==> src/rtl/mii_net_tx_frame_ctrl.sv <==
// -----------------------------------------------------------------------------
// mii_net_tx_frame_ctrl
//
// Transmit frame sequencer for the MII Ethernet path. Turns a byte stream from
// the MAC client into a complete wire frame for the nibble serializer:
// preamble, SFD, payload, zero pad up to the minimum length, FCS, and then the
// inter-frame gap. It steers an external CRC-32 engine (init / fold / shift)
// and aborts the frame with an errored byte if the client underruns.
//
// Ports
//   i_clk, i_reset      clock, asynchronous active-high reset
//   i_data/i_valid/i_last/o_ready
//                       client byte stream (byte taken when i_valid && o_ready)
//   o_tx_data/o_tx_en/o_tx_er, i_tx_ready
//                       byte towards the serializer; one byte-time is consumed
//                       in each cycle with i_tx_ready=1
//   o_crc_d/o_crc_d_valid/o_crc_calc/o_crc_init, i_crc
//                       CRC engine control; i_crc is the engine's current FCS
//                       output byte
//   o_busy              sequencer not idle
//   o_frame_done        pulse when the last FCS byte is consumed
//   o_underrun          pulse when a frame is aborted for lack of data
// -----------------------------------------------------------------------------
module mii_net_tx_frame_ctrl #(
  parameter int PREAMBLE_LEN = 7,
  parameter int MIN_FRAME    = 60,
  parameter int IFG_LEN      = 12
) (
  input  logic       i_clk,
  input  logic       i_reset,
  input  logic [7:0] i_data,
  input  logic       i_valid,
  input  logic       i_last,
  output logic       o_ready,
  output logic [7:0] o_tx_data,
  output logic       o_tx_en,
  output logic       o_tx_er,
  input  logic       i_tx_ready,
  output logic [7:0] o_crc_d,
  output logic       o_crc_d_valid,
  output logic       o_crc_calc,
  output logic       o_crc_init,
  input  logic [7:0] i_crc,
  output logic       o_busy,
  output logic       o_frame_done,
  output logic       o_underrun
);

  typedef enum logic [2:0] {
    S_IDLE,
    S_PREAMBLE,
    S_SFD,
    S_DATA,
    S_PAD,
    S_FCS,
    S_DRAIN,
    S_IFG
  } state_t;

  localparam logic [15:0] PRE_LAST = 16'(PREAMBLE_LEN - 1);
  localparam logic [15:0] MIN_LEN  = 16'(MIN_FRAME);
  localparam logic [15:0] IFG_LAST = 16'(IFG_LEN - 1);
  localparam logic [15:0] FCS_LAST = 16'd3;

  state_t      state_q, state_d;
  // Shared counter: preamble bytes, frame byte count (DATA/PAD), FCS bytes,
  // IFG ticks. Every state entry that uses it starts it from zero.
  logic [15:0] cnt_q, cnt_d;
  logic [15:0] cnt_inc;

  always_ff @(posedge i_clk or posedge i_reset) begin
    if (i_reset) begin
      state_q <= S_IDLE;
      cnt_q   <= 16'd0;
    end else begin
      state_q <= state_d;
      cnt_q   <= cnt_d;
    end
  end

  // Saturating so an oversized frame never wraps back under MIN_FRAME.
  assign cnt_inc = (cnt_q == 16'hFFFF) ? cnt_q : cnt_q + 16'd1;

  assign o_busy = (state_q != S_IDLE);

  always_comb begin
    state_d       = state_q;
    cnt_d         = cnt_q;
    o_ready       = 1'b0;
    o_tx_data     = 8'h00;
    o_tx_en       = 1'b0;
    o_tx_er       = 1'b0;
    o_crc_d       = 8'h00;
    o_crc_d_valid = 1'b0;
    o_crc_calc    = 1'b0;
    o_crc_init    = 1'b0;
    o_frame_done  = 1'b0;
    o_underrun    = 1'b0;

    case (state_q)
      S_IDLE: begin
        // Gated by reset so every output reads zero while reset is held.
        if (i_valid && !i_reset) begin
          o_crc_init = 1'b1;
          state_d    = S_PREAMBLE;
          cnt_d      = 16'd0;
        end
      end

      S_PREAMBLE: begin
        o_tx_en   = 1'b1;
        o_tx_data = 8'h55;
        if (i_tx_ready) begin
          if (cnt_q == PRE_LAST) begin
            state_d = S_SFD;
            cnt_d   = 16'd0;
          end else begin
            cnt_d = cnt_inc;
          end
        end
      end

      S_SFD: begin
        o_tx_en   = 1'b1;
        o_tx_data = 8'hD5;
        if (i_tx_ready) begin
          state_d = S_DATA;
          cnt_d   = 16'd0;
        end
      end

      S_DATA: begin
        o_tx_en    = 1'b1;
        o_ready    = i_tx_ready;
        o_crc_calc = 1'b1;
        if (i_valid) begin
          o_tx_data = i_data;
          o_crc_d   = i_data;
        end else begin
          // No byte available: the slot goes out as an errored zero byte.
          o_tx_er = 1'b1;
        end
        if (i_tx_ready) begin
          if (i_valid) begin
            o_crc_d_valid = 1'b1;
            cnt_d         = cnt_inc;
            if (i_last) begin
              if (cnt_inc < MIN_LEN) begin
                state_d = S_PAD;
              end else begin
                state_d = S_FCS;
                cnt_d   = 16'd0;
              end
            end
          end else begin
            o_underrun = 1'b1;
            cnt_d      = 16'd0;
            state_d    = i_last ? S_IFG : S_DRAIN;
          end
        end
      end

      S_PAD: begin
        o_tx_en    = 1'b1;
        o_crc_calc = 1'b1;
        if (i_tx_ready) begin
          o_crc_d_valid = 1'b1;
          cnt_d         = cnt_inc;
          if (cnt_inc >= MIN_LEN) begin
            state_d = S_FCS;
            cnt_d   = 16'd0;
          end
        end
      end

      S_FCS: begin
        // The engine advances to the next FCS byte the cycle after each
        // shift strobe, so i_crc always holds the byte for this slot.
        o_tx_en   = 1'b1;
        o_tx_data = i_crc;
        if (i_tx_ready) begin
          o_crc_d_valid = 1'b1;
          if (cnt_q == FCS_LAST) begin
            o_frame_done = 1'b1;
            state_d      = S_IFG;
            cnt_d        = 16'd0;
          end else begin
            cnt_d = cnt_inc;
          end
        end
      end

      S_DRAIN: begin
        // Swallow the rest of the aborted frame at whatever rate it arrives.
        o_ready = 1'b1;
        if (i_valid && i_last) begin
          state_d = S_IFG;
          cnt_d   = 16'd0;
        end
      end

      S_IFG: begin
        if (i_tx_ready) begin
          if (cnt_q == IFG_LAST) begin
            state_d = S_IDLE;
            cnt_d   = 16'd0;
          end else begin
            cnt_d = cnt_inc;
          end
        end
      end

      default: begin
        state_d = S_IDLE;
        cnt_d   = 16'd0;
      end
    endcase
  end

endmodule
==> config.mk <==
export PLATFORM = sky130hd
export DESIGN_NAME = mii_net_tx_frame_ctrl
export DESIGN_NICKNAME = d
export VERILOG_FILES = /design/src/rtl/mii_net_tx_frame_ctrl.sv
export SDC_FILE = /design/constraint.sdc
export NUM_CORES = 1
export LEC_CHECK = 0
export ABC_AREA = 1
export CAP_MARGIN = 20
export CORE_MARGIN = 2
export CORE_UTILIZATION = 50
export DETAILED_ROUTE_END_ITERATION = 7
export GPL_ROUTABILITY_DRIVEN = 0
export PLACE_DENSITY_LB_ADDON = 0.1
export SYNTH_ARGS = -nofsm -noshare
export SYNTH_HDL_FRONTEND = slang
export SYNTH_SLANG_ARGS = --single-unit
==> constraint.sdc <==
create_clock -name i_clk -period 5.15 [get_ports i_clk]
set_input_delay 1.03 -clock i_clk [delete_from_list [all_inputs] [get_ports i_clk]]
set_output_delay 1.03 -clock i_clk [all_outputs]
set_load 0.02 [all_outputs]
==> out/qor.yml <==
status:
  status: "finished clean"
power_and_ir_drop:
  fin_total_pwr_mw: 0.897
  power.static_leakage_nw: 1.18
  power_density_nw_per_um2: 371
  ir_drop_mv: 0.362
detailed_routing:
  drtIter0Drc: 142
  drt_pass1_iterations: 5
  antenna_left: 0
  drt-total-wl_mm: 5.12
  wl_per_cell_microns: 12.8
  viasPerCell: 5.11
  drc_errors: 0
  vias: 2045
timing:
  setup_ws_ns: 1.28
  setup_viol: 0
  clock_skew_ns: 0.0107
  tightest_slew_ns: 0.685
  slew_viol_final: 0
  max_clock_freq_ghz: 0.259
  min_period_ns: 3.87
  finalCritPeriodShare_pct: 75.1
  rsz0062_at_grt: "false"
  final_hold_viol_count: 0
  max-slew-margin-rel_pct: 54.2
  fin_setup_tns_ns: 0
min_path:
  hold_class: "reg -> reg"
floorplanning:
  die_w_microns: 65.7
  fp.coreArea_sq_um: 3660
  die_area_sq_um: 4320
  ios: 46
  rows: 22
  initial_core_util_pct: 52.0
  die_y_microns: 65.7
finish:
  finish.instance_area_sq_um: 2420
  layout-drive-gt1-share_pct: 11.9
  final_cells: 400
  finalNetCount: 376
  insertedDiodeCount: 0
  areaGrowthSynthToFinish_pct: 27.1
synthesis:
  synth-seq-area-share_pct: 25.0
  ys_seq_elements: 19
  ys_warn_count: 0
  synth.distinct_cells: 31
  syn_avg_cell_area_sq_um: 6.18
  syn-num-nets: 331
  syn_area_sq_um: 1900
  synth_cells: 308
grt:
  grt_pass1_vias: 1820
  grt_overflow: 0
  grt_max_degree: 20
  antenna_found_initial: 0
  grt_pass1_wl_mm: 8.27
  grt_use_total_pct: 24.4
critical_path:
  crit_arrival_ns: 2.84
  cpPeakStageDelay_ns: 0.63
  cp_top_family: "buffers and inverters"
  crit_path_max_fanout: 8
  critPathKind: "in -> out"
  cp-start-kind: "input pin"
  end_kind: "primary output"
  path_buf_inv: 4
  crit_path_frequent_cell: "clkdlybuf4s50_1"
  critPathRequiredTime_ns: 4.12
  slowest_stage: "clkdlybuf4s50_1"
  crit_chain: "clkdlybuf4s50_1, inv_1, nor2_4, inv_2, o21ai_0, clkdlybuf4s50_1"
job:
  cap_violations: 0
clock_tree:
  cts_inserted_buffers: 3
  tritoncts: "built"
  cts_resized: 0
  cts.sinks: 19
  cts.path.max_buffers: 2
  hold_buffers: 0
  clk_pin_slew_ns: 0.08
  cts_setup_buffers: 0
  insertion_delay_ns: 0.26
  h-tree-depth: 1
  root_buffer: "clkbuf_8"
place:
  portBuffers: 45
  place_area_sq_um: 2370
  place_inst: 396
  pre_cts_ws_ns: 1.30
  dp_hpwl_mm: 4.02
==> Yosys cell counts <==
master    count  area share [%]
nand3_1      28             7.4
nor4_1        1            0.33
nor2_1       32             6.3
nand4_1      10             3.3
nand2_2       4             1.3
nand3_2      12             6.3
buf_4         3             1.2
o21ai_1       3            0.79
inv_1        34             6.7
dfrtp_1      19              25
o21ai_2       1            0.46
nor2_4        6             3.6
inv_2         7             1.4
a21oi_1       4             1.1
buf_2         1            0.26
o21ai_0       9             2.4
clkbuf_1      2            0.39
o31ai_1       1            0.39
o22ai_1       2            0.66
ha_1          2             1.3
clkinv_1      2            0.39
buf_12        1             1.1
xnor2_1       1            0.46
a21oi_2       1            0.46
nand2_1     106              21
o21bai_1      1            0.39
nand4_2       2             1.3
nor2_2        4             1.3
nor3_1        4             1.1
xor2_1        4             1.8
o211ai_1      1            0.39
==> sequential cells by signal (all words and copies together), names as in the netlist <==
signal   cells
state_q      3
cnt_q       16
==> logic make-up (layout without fill, tap and decap cells) <==
logic type                 count (synthesis)  after routing  share of synthesized area, %
and+or+nand+nor                          209            209                          53.1
xor gates and xnor gates                   5              5                          2.30
DFF                                       19             19                          25.0
adders and majority gates                  2              2                          1.31
AOI/OAI and AO/OA                         23             23                          6.97
buffers and inverters                     50             94                          11.4
==> worst reg2reg max path, stage by stage, from the launching register on <==
cell	delay [ns]
dfrtp_1	0.46
ha_1	0.33
nand3_2	0.15
inv_2	0.11
nand2_2	0.07
nor2_4	0.19
inv_2	0.17
nand3_1	0.16
a21oi_2	0.07
nand4_2	0.11
nand3_2	0.36
nand3_1	0.19
nand2_1	0.06
==> path summary, 6_finish.rpt <==
check	end	cells past startpoint	from	slack [ns]
worst max-delay path	o_tx_data[3]	6	i_valid	1.28
worst min-delay path	cnt_q[14]	2	cnt_q[14]	0.56
worst max register to register	cnt_q[1]	12	cnt_q[0]	2.61
worst min register to register	cnt_q[14]	2	cnt_q[14]	0.56
max in group asynchronous	cnt_q[3]	3	i_reset	3.77
min in group asynchronous	cnt_q[15]	3	i_reset	1.16
==> report_power, final <==
| group | internal [mW] | total, mW | switching (mW) |
|---|---|---|---|
| clock | 0.0551 | 0.106 | 0.0513 |
| combinational | 0.215 | 0.594 | 0.379 |
| sequential | 0.167 | 0.197 | 0.0295 |
| total | 0.437 | 0.897 | 0.460 |
==> layout make-up <==
class / count / area [sq um]
Timing Repair Buffer: 47 / 465
Tap cell: 48 / 60.1
Fill cell: 332 / 1240
Clock buffer: 4 / 45.0
Inverter: 43 / 161
Multi-Input combinational cell: 239 / 1210
Sequential cell: 19 / 475
==> routing by layer <==
metal  up-vias  global-route usage (%)  part of all wire, %
met5         -                       0                    0
met4         0                    4.17                 0.74
met3         4                    3.60                  4.8
met2        43                    41.0                   49
met1       923                    33.4                   45
li1       1075                       -                    -
==> cells in the final DEF (no fill, tap or decap), types with 3 or more instances in the layout <==
| master | n |
|---|---|
| nor2_4 | 6 |
| o21ai_1 | 3 |
| nor2_1 | 32 |
| clkdlybuf4s50_1 | 45 |
| o21ai_0 | 9 |
| dfrtp_1 | 19 |
| xor2_1 | 4 |
| nor2_2 | 4 |
| nor3_1 | 4 |
| nand2_1 | 106 |
| a21oi_1 | 4 |
| nand3_2 | 12 |
| nand4_1 | 10 |
| inv_2 | 7 |
| nand2_2 | 4 |
| inv_1 | 34 |
| nand3_1 | 28 |
| clkbuf_8 | 3 |
==> through the flow <==
step | hold WS (ns) | utilization [%]
6_report | 0.560 | 66.1
4_1_cts | 0.556 | 66.1
2_1_floorplan | 0.493 | -
3_5_place_dp | 0.538 | 64.8
3_3_place_gp | 0.528 | 64.8
5_1_grt | 0.586 | 66.1
Note: power is estimated with default switching activity, not from simulation.
==> RTL edit, RTL diff (same flow settings) <==
Encoding of `state_t`: now one-hot (8 bits for 8 states).
--- a/src/rtl/mii_net_tx_frame_ctrl.sv
+++ b/src/rtl/mii_net_tx_frame_ctrl.sv
@@ -46,15 +46,15 @@
   output logic       o_underrun
 );
 
-  typedef enum logic [2:0] {
-    S_IDLE,
-    S_PREAMBLE,
-    S_SFD,
-    S_DATA,
-    S_PAD,
-    S_FCS,
-    S_DRAIN,
-    S_IFG
+  typedef enum logic [7:0] {
+    S_IDLE     = 8'b00000001,
+    S_PREAMBLE = 8'b00000010,
+    S_SFD      = 8'b00000100,
+    S_DATA     = 8'b00001000,
+    S_PAD      = 8'b00010000,
+    S_FCS      = 8'b00100000,
+    S_DRAIN    = 8'b01000000,
+    S_IFG      = 8'b10000000
   } state_t;
 
   localparam logic [15:0] PRE_LAST = 16'(PREAMBLE_LEN - 1);
Check against the original RTL: same outputs for any inputs over 10 cycles, from zero or initial values and one cycle with i_reset high; not proved beyond that.
==> RTL edit against the unedited design <==
Wire length is 14% higher. Cell count grew 13%. Clock power grew 29%. Design area grew 14%. Fmax shrank 2.0%. Sequential cell count up 5. Sequential share of layout area rose by 2.2 points. Die area up 17%. Combinational power decreased by 22%. Synthesized area rose by 19%. Power fell by 8.5%. Worst setup slack worse by 79 ps. Hold slack lost 38 ps. First-iteration DRC count down 27%.
==> RTL edit: results (changes against the unedited design) <==
[logic_synthesis]
synth_compound_gate_area_share_pct=10.6  ; was 6.97%
synth_area_leader_cell=dfrtp_1  ; unchanged
synth_mux_area_share_pct=0  ; unchanged
syn_nets=383  ; was 331
synthArstFlopShare_pct=100  ; unchanged
yosysWarnings=0  ; unchanged
ys_seq_area_share_pct=26.7  ; was 25.0%
synth_common_cells=105 x nand2_1, 54 x nor2_1, 46 x inv_1  ; was 106 x nand2_1, 34 x inv_1, 32 x nor2_1
synth_area_leaders=dfrtp_1 25%, nand2_1 17%, nor2_1 9.0%  ; was dfrtp_1 25%, nand2_1 21%, nand3_1 7.4%
synthDistinctLibCells=38  ; was 31
synthAdderAreaFrac_pct=1.11  ; was 1.31%
synth_xor_area_share_pct=1.94  ; was 2.30%

[clock_network]
cts_root_buf=clkbuf_8  ; unchanged
clk_latency_ps=280  ; was 260 ps
htreeDepth=1  ; unchanged
cts.reportedPaths.clkPinSlew_ps=90
cts_buffers=3  ; unchanged
cts_setup_buffers=0  ; unchanged
clock_path_buffers=2  ; unchanged
cts_resized=0  ; unchanged

[final_layout]
fill_cells=404  ; was 332
drive_above_1_share_pct=12.5  ; was 11.9%
nNetsFinal=424  ; was 376
reg_top3=cnt_q x16, state_q x8  ; was cnt_q x16, state_q x3
diodes=0  ; unchanged

[global_route]
grt_max_degree=26  ; was 20
antenna_found_initial=0  ; unchanged
grt_pass1_wl_um=9970  ; was 8270 um
grt_usage_pct=24.2  ; was 24.4%
grt_pass1_vias=2132  ; was 1,820

[placed_design]
numPortBuffers=45  ; unchanged
placed_cell_area_um2=2700  ; was 2370 um^2
hpwl_um=4490  ; was 4020 um

[critical_path]
crit_fanout=15  ; was 8
rr_worst_depth=12  ; unchanged
timing.rr.start=cnt_q[0]  ; unchanged
reg2reg_to=cnt_q[10]  ; was cnt_q[1]
startpoint=i_valid  ; unchanged
cp-endpoint=o_tx_data[6]  ; was o_tx_data[3]
rrSetupSlack_ps=2430  ; was 2610 ps
worstPathArrival_ps=2920  ; was 2840 ps

[run_status]
status=finished clean  ; unchanged

[power_and_ir_drop]
worst_ir_drop_vdd_uv=248  ; was 362 uV
power_leakage_nw=1.30  ; was 1.18 nW
p_switching_mw=0.393  ; was 0.460 mW

[routing]
drtPass1Iterations=4  ; was 5
wl_per_cell_um=13.0  ; was 12.8 um
vias=2338  ; was 2,045
dr.first_iter.drc_count=103  ; was 142

[sta]
slew_headroom_pct=64.9  ; was 54.2%
skew_ps=12.4  ; was 10.7 ps

[hold_path]
hold_class=reg -> reg  ; unchanged

RTL edit: critical path, stage by stage:
cell and delay, ps:
clkdlybuf4s50_1 530, inv_1 80, nor2_2 200, inv_1 220, o21ai_0 220, clkdlybuf4s50_1 630
RTL edit: worst min path at each step:
stage                     from          to  cells past startpoint
finish              state_q[4]  state_q[4]                      2
global route        state_q[4]  state_q[4]                      2
CTS                 state_q[4]  state_q[4]                      2
detailed placement  state_q[4]  state_q[4]                      2
global placement    state_q[4]  state_q[4]                      2
floorplan           state_q[4]  state_q[4]                      2
RTL edit: through the flow:
step	hold WS [ps]	instances	power (mW)	utilization (%)	setup WS [ps]
after floorplan	483	360	0.575	-	2100
after global placement	499	448	0.681	62.0	1270
after detailed placement	502	448	0.688	62.0	1210
after CTS	527	452	0.823	63.3	1200
after global routing	557	452	0.878	63.3	1020
final	522	452	0.821	63.3	1200
RTL edit: cells by family (layout without fill, tap and decap cells):
kind of cell / after synthesis / after routing
xor gates and xnor gates: 5 / 5
adders and majority gates: 2 / 2
DFF: 24 / 24
AOI/OAI and AO/OA: 38 / 38
buffers and inverters: 61 / 101
and+or+nand+nor: 230 / 230
RTL edit: power groups by stage:
stage               sequential (mW)  clock [mW]  combinational, mW
floorplan                     0.221           0              0.353
global placement              0.225           0              0.456
detailed placement            0.226           0              0.461
CTS                           0.223       0.139              0.462
global route                  0.225       0.146              0.507
finish                        0.223       0.137              0.461
RTL edit: layer usage:
layer	vias to the layer above	share of wire (%)	global-route usage (%)
li1	1218	-	-
met3	6	5.8	4.27
met2	60	45	38.1
met5	-	0	0
met1	1054	48	35.3
met4	0	0.65	4.40
RTL edit: final cells by class:
cell class | instances | area [um^2] | area share, %
Multi-Input combinational cell | 275 | 1380 | 50.0
Sequential cell | 24 | 602 | 21.8
Timing Repair Buffer | 46 | 458 | 16.6
Inverter | 51 | 196 | 7.13
Tap cell | 52 | 65.1 | 2.36
Clock buffer | 4 | 55.1 | 2.00
